## src/rtl/arc_mem_pkg.sv

```systemverilog
// arc_mem_pkg: shared types and constants for the ARC memory access path.
//   mem_state_t       : controller FSM states
//   ERR_*             : 2-bit response error codes
//   DEFAULT_USER_BASE : first address writable from user mode
//   PROG_START_ADDR   : address where main_memory reloads the program image
package arc_mem_pkg;

  typedef enum logic [1:0] {
    IDLE  = 2'd0,
    ISSUE = 2'd1,
    WAIT  = 2'd2,
    RESP  = 2'd3
  } mem_state_t;

  localparam logic [1:0] ERR_OK    = 2'b00;
  localparam logic [1:0] ERR_ALIGN = 2'b01;
  localparam logic [1:0] ERR_PROT  = 2'b10;

  localparam int DEFAULT_USER_BASE = 2048;
  localparam int PROG_START_ADDR   = 2048;

  // A word access must sit on a 4-byte boundary.
  function automatic logic is_misaligned(input logic [1:0] low_bits);
    return low_bits != 2'b00;
  endfunction

endpackage

```

## src/rtl/arc_mem_addr_chk.sv

```systemverilog
// arc_mem_addr_chk: combinational access check, shared with the fetch path.
//   addr : byte address of the access
//   we   : 1 = store
//   sys  : 1 = system mode (write protection bypassed)
//   err  : ERR_OK, ERR_ALIGN or ERR_PROT
module arc_mem_addr_chk
  import arc_mem_pkg::*;
#(
  parameter int ADDR_W    = 32,
  parameter int USER_BASE = DEFAULT_USER_BASE,
  parameter int ALIGN_CHK = 1
) (
  input  logic [ADDR_W-1:0] addr,
  input  logic              we,
  input  logic              sys,
  output logic [1:0]        err
);

  localparam logic [ADDR_W-1:0] USER_BASE_A = ADDR_W'(USER_BASE);

  // Misalignment takes priority over protection; the region compare is
  // unsigned across the full address width.
  always_comb begin
    err = ERR_OK;
    if ((ALIGN_CHK != 0) && is_misaligned(addr[1:0])) begin
      err = ERR_ALIGN;
    end else if (we && !sys && (addr < USER_BASE_A)) begin
      err = ERR_PROT;
    end
  end

endmodule

```

## src/rtl/arc_mem_ctrl.sv

```systemverilog
// arc_mem_ctrl: single-outstanding load/store controller in front of
// main_memory.
//   clk, rst                 : clock, synchronous active-high reset
//   req_valid/req_ready      : request handshake
//   req_we, req_sys          : store flag, system-mode flag
//   req_addr, req_wdata      : byte address, store data
//   resp_valid               : one-cycle response pulse
//   resp_rdata, resp_err     : load data (0 for stores/errors), error code
//   mem_address, mem_data_in : to main_memory
//   mem_rd, mem_wr           : one-cycle strobes to main_memory
//   mem_data_out             : from main_memory, valid RD_LAT cycles after mem_rd
module arc_mem_ctrl
  import arc_mem_pkg::*;
#(
  parameter int ADDR_W    = 32,
  parameter int DATA_W    = 32,
  parameter int RD_LAT    = 1,
  parameter int USER_BASE = DEFAULT_USER_BASE,
  parameter int ALIGN_CHK = 1
) (
  input  logic              clk,
  input  logic              rst,
  input  logic              req_valid,
  output logic              req_ready,
  input  logic              req_we,
  input  logic              req_sys,
  input  logic [ADDR_W-1:0] req_addr,
  input  logic [DATA_W-1:0] req_wdata,
  output logic              resp_valid,
  output logic [DATA_W-1:0] resp_rdata,
  output logic [1:0]        resp_err,
  output logic [ADDR_W-1:0] mem_address,
  output logic [DATA_W-1:0] mem_data_in,
  output logic              mem_rd,
  output logic              mem_wr,
  input  logic [DATA_W-1:0] mem_data_out
);

  localparam logic [2:0] LAT_M1 = 3'(RD_LAT - 1);

  mem_state_t        state, state_d;
  logic [2:0]        cnt, cnt_d;
  logic              we_q, we_d;
  logic [ADDR_W-1:0] mem_address_d;
  logic [DATA_W-1:0] mem_data_in_d;
  logic              mem_rd_d, mem_wr_d;
  logic              resp_valid_d;
  logic [DATA_W-1:0] resp_rdata_d;
  logic [1:0]        resp_err_d;
  logic [1:0]        chk_err;
  logic              accept;

  arc_mem_addr_chk #(
    .ADDR_W   (ADDR_W),
    .USER_BASE(USER_BASE),
    .ALIGN_CHK(ALIGN_CHK)
  ) u_addr_chk (
    .addr(req_addr),
    .we  (req_we),
    .sys (req_sys),
    .err (chk_err)
  );

  assign req_ready = (state == IDLE) && !rst;
  assign accept    = req_valid && req_ready;

  // Next-state and next-output logic. Every output is registered, so the
  // values computed here appear one cycle later: the strobe decided on the
  // accept edge is visible during the ISSUE cycle, and the response decided
  // on the last ISSUE/WAIT edge is visible during the RESP cycle.
  always_comb begin
    state_d       = state;
    cnt_d         = cnt;
    we_d          = we_q;
    mem_address_d = mem_address;
    mem_data_in_d = mem_data_in;
    mem_rd_d      = 1'b0;
    mem_wr_d      = 1'b0;
    resp_valid_d  = 1'b0;
    resp_rdata_d  = resp_rdata;
    resp_err_d    = resp_err;

    case (state)
      IDLE: begin
        if (accept) begin
          if (chk_err != ERR_OK) begin
            state_d      = RESP;
            resp_valid_d = 1'b1;
            resp_err_d   = chk_err;
            resp_rdata_d = '0;
          end else begin
            state_d       = ISSUE;
            we_d          = req_we;
            mem_address_d = req_addr;
            mem_rd_d      = !req_we;
            mem_wr_d      = req_we;
            if (req_we) begin
              mem_data_in_d = req_wdata;
            end
          end
        end
      end
      ISSUE: begin
        if (we_q) begin
          state_d      = RESP;
          resp_valid_d = 1'b1;
          resp_err_d   = ERR_OK;
          resp_rdata_d = '0;
        end else begin
          state_d = WAIT;
          cnt_d   = LAT_M1;
        end
      end
      WAIT: begin
        if (cnt == 3'd0) begin
          state_d      = RESP;
          resp_valid_d = 1'b1;
          resp_err_d   = ERR_OK;
          resp_rdata_d = mem_data_out;
        end else begin
          cnt_d = cnt - 3'd1;
        end
      end
      RESP: begin
        state_d = IDLE;
      end
      default: begin
        state_d = IDLE;
      end
    endcase
  end

  // State and output registers. Reset clears everything, which drops any
  // in-flight strobe and discards a pending response.
  always_ff @(posedge clk) begin
    if (rst) begin
      state       <= IDLE;
      cnt         <= 3'd0;
      we_q        <= 1'b0;
      mem_address <= '0;
      mem_data_in <= '0;
      mem_rd      <= 1'b0;
      mem_wr      <= 1'b0;
      resp_valid  <= 1'b0;
      resp_rdata  <= '0;
      resp_err    <= ERR_OK;
    end else begin
      state       <= state_d;
      cnt         <= cnt_d;
      we_q        <= we_d;
      mem_address <= mem_address_d;
      mem_data_in <= mem_data_in_d;
      mem_rd      <= mem_rd_d;
      mem_wr      <= mem_wr_d;
      resp_valid  <= resp_valid_d;
      resp_rdata  <= resp_rdata_d;
      resp_err    <= resp_err_d;
    end
  end

endmodule

```

## config.mk

```make
export PLATFORM = sky130hd
export DESIGN_NAME = arc_mem_ctrl
export DESIGN_NICKNAME = d
export VERILOG_FILES = /design/src/rtl/arc_mem_pkg.sv /design/src/rtl/arc_mem_addr_chk.sv /design/src/rtl/arc_mem_ctrl.sv
export SDC_FILE = /design/constraint.sdc
export NUM_CORES = 1
export LEC_CHECK = 0
export ABC_AREA = 1
export BUFFER_PORTS_ARGS = -buffer_cell sky130_fd_sc_hd__buf_4
export CAP_MARGIN = 15
export CORE_MARGIN = 3
export CORE_UTILIZATION = 48
export CTS_CLUSTER_SIZE = 12
export DETAILED_ROUTE_END_ITERATION = 12
export PLACE_DENSITY_LB_ADDON = 0.2
export SKIP_CTS_REPAIR_TIMING = 1
export SYNTH_ARGS = -nofsm -noshare
export SYNTH_HDL_FRONTEND = slang
export SYNTH_SLANG_ARGS = --single-unit
```

## constraint.sdc

```tcl
create_clock -name clk -period 2.4 [get_ports clk]
set_input_delay 0.36 -clock clk [delete_from_list [all_inputs] [get_ports clk]]
set_output_delay 0.36 -clock clk [all_outputs]
set_load 0.01 [all_outputs]
```

==> flow_summary.yaml <==
clock_tree:
  cts_made_buffers: 9
  cts_sinks: 107
  clk_transition_reported_paths_ns: 0.11
  clk_latency_ns: 0.35
  htree_levels: 3
  cts_tree: "yes"
  cts-root-buf: "clkbuf_8"
  cts_buffer_depth: 2
synthesis:
  synth_cell_types: 22
  ys_seq_area_share_pct: 46.69
  syn_nets: 784
  syn-instance-count: 677
  synth.top_cell.area_share_pct: 46.69
  synth-seq-cells: 107
  yosys-top-cells-area: "dfxtp_1 (47%), nand2_1 (18%), nor2_1 (10%)"
  syn_area_per_cell_um2: 6.777
  ys_warn_count: 0
  yosysTopAreaCell: "dfxtp_1"
  syn_area_um2: 4588
pwr:
  p_switching_uw: 2288
  leakagePower_uw: 0.003223
  total_power_uw: 5970
  p_sw_share_pct: 38.32
  seq_power_share_pct: 38.6
  pwr-share-comb_pct: 44.3
  clkPwrFrac_pct: 17.1
  power_density_nw_per_um2: 942.9
  cellInternalPower_uw: 3682
  peakVddDrop_uv: 600.5
setup_path:
  slowest_stage: "dfxtp_1"
  crit_top_cell: "nand2_1"
  slowest_delay_ns: 0.36
  path_class: "reg -> reg"
  required_ns: 2.68
  arrival_ns: 2.34
  r2r_slack_ns: 0.34
  critPathMaxFanout: 37
  crit_path_end_kind: "flop"
  worstRegToRegCells: 10
  path_cells: "inv_1 > ha_1 > and3_4 > o21ai_2 > nor2_4 > buf_4 > nand2_1 > nand2_1 > nand2_1 > nor2_1"
  r2r-end: "resp_rdata[2]"
  r2r_start: "state[0]"
  start_kind: "flop"
hold_path:
  hold_end: "mem_data_in[5]"
  hold_path_class: "in -> reg"
  holdPathStages: 3
  worst_hold_startpoint: "req_wdata[5]"
final_layout:
  layout_commonest_cell: "nand2_1"
  syn2layout_area_growth_pct: 37.99
  nets: 966
  antenna_cells: 0
  final_cell_mix: "nand2_1 (215), buf_4 (209), nor2_1 (122), dfxtp_1 (107), a21oi_1 (67)"
  drive_gt1_share_pct: 27.31
  nFillCells: 838
sta:
  fmax_mhz: 485.2
  finalCritPeriodShare_pct: 85.88
  slew_viol_final: 0
  slew-limit-headroom_pct: 52.15
  fin_worst_skew_ns: 0.01185
  period_needed_ns: 2.061
  setup_viol: 0
  setup_tns_ns: 0
  rsz0062_at_grt: "false"
  finalHoldWorstSlack_ns: 0.2179
  hold_viol_final: 0
  tightest_slew_ns: 0.7178
grt:
  grt_pass1_vias: 4385
  antenna_found_initial: 0
  grt_usage_pct: 21.84
  grt_max_degree: 71
  grt_pass1_wl_mm: 19.92
  gr-total-overflow: 0
die:
  io_pins: 203
  rows: 35
  dieArea_um2: 10770
  initial_core_util_pct: 49.42
  die_w_um: 103.8
  core-area_um2: 9284
  die_h_um: 103.8
detailed_routing:
  drt.antenna.violating_nets: 0
  wl_mm: 12.10
  vias: 4697
  vias_per_cell: 4.730
  drt-initial-drc-count: 236
  drtPass1Iterations: 6
  wl_per_cell_um: 12.18
  drc: 0
place:
  io_buffer_count: 202
  dpl.hpwl_mm: 8.683
  gp_congestion: 0.8073
job:
  maxCapViolations: 0
outcome:
  status: "finished clean"
## cell type report
| class | count | area, um^2 | area share (%) |
|---|---|---|---|
| Clock buffer | 11 | 141.4 | 2.233 |
| Clock inverter | 5 | 36.28 | 0.5731 |
| Inverter | 61 | 231.5 | 3.656 |
| Multi-Input combinational cell | 469 | 2009 | 31.74 |
| Sequential cell | 107 | 2142 | 33.83 |
| Tap cell | 129 | 161.4 | 2.549 |
| Timing Repair Buffer | 211 | 1609 | 25.41 |
## worst max-delay path: cells and delay by family (launching register included)
family	cells	cell delay (ns)
buffers and inverters	2	0.46
adder cells (fa/ha/maj)	1	0.28
AND/OR/NAND/NOR	6	0.80
AO/OA/AOI/OAI	1	0.09
flip-flops	1	0.36
## power by group through the flow
stage	clock [uW]	sequential [uW]	combinational, uW
CTS	1050	2300	2670
global route	1110	2340	2990
global placement	0	2330	2550
detailed placement	0	2340	2650
floorplan	0	2450	1620
finish	1020	2300	2650
## Yosys cell counts
library cell	instances
nor2_4	1
clkbuf_1	14
nor3_1	5
o211ai_1	1
inv_1	59
or2_2	2
inv_4	1
buf_6	2
nor2_1	122
buf_4	4
nand3_2	3
inv_2	1
nand2_1	215
and3_4	1
ha_1	6
nand4_1	2
a21oi_1	67
dfxtp_1	107
o21ai_2	1
nand3_1	36
buf_2	20
o21ai_0	7
## state kept, by name (all words and copies together) (netlist names)
name / cells
state: 2
cnt: 3
resp_err: 2
resp_rdata: 32
mem_address: 32
mem_rd: 1
we_q: 1
mem_wr: 1
mem_data_in: 32
resp_valid: 1
## kinds of logic (layout without fill, tap and decap cells)
group / after synthesis / in the layout / synth area share [%]
AO/OA/AOI/OAI: 76 / 76 / 8.426
flip-flops: 107 / 107 / 46.69
AND/OR/NAND/NOR: 387 / 387 / 33.73
adder cells (fa/ha/maj): 6 / 6 / 1.636
buffers and inverters: 101 / 288 / 9.517
## metal layers
layer | wire length, um | GRT usage [%] | part of all wire [%]
met5 | 0 | 0 | 0
met4 | 211 | 7.502 | 1.7
met3 | 1026 | 6.791 | 8.5
met2 | 5829 | 37.20 | 48
met1 | 5029 | 26.15 | 42
## worst max path at each step
stage                  start             end  slack (ns)  depth (start not counted)
floorplan           state[0]  resp_rdata[31]        0.80                         10
global placement    state[0]  resp_rdata[13]        0.54                         10
detailed placement  state[0]   resp_rdata[2]        0.42                         10
CTS                 state[0]   resp_rdata[2]        0.37                         10
global route        state[0]  resp_rdata[13]        0.17                         10
finish              state[0]   resp_rdata[2]        0.34                         10
## stage by stage
| stage | setup slack [ns] | utilization, % | cell area [um^2] | cells |
|---|---|---|---|---|
| detailed placement | 0.4168 | 66.28 | 6153 | 977 |
| CTS | 0.3669 | 68.19 | 6331 | 993 |
| global route | 0.1677 | 68.19 | 6331 | 993 |
| global placement | 0.5399 | 66.28 | 6153 | 977 |
| finish | 0.3389 | 68.19 | 6331 | 993 |
| floorplan | 0.7980 | - | 4588 | 677 |
No activity file was read; power rests on OpenSTA's default activity.
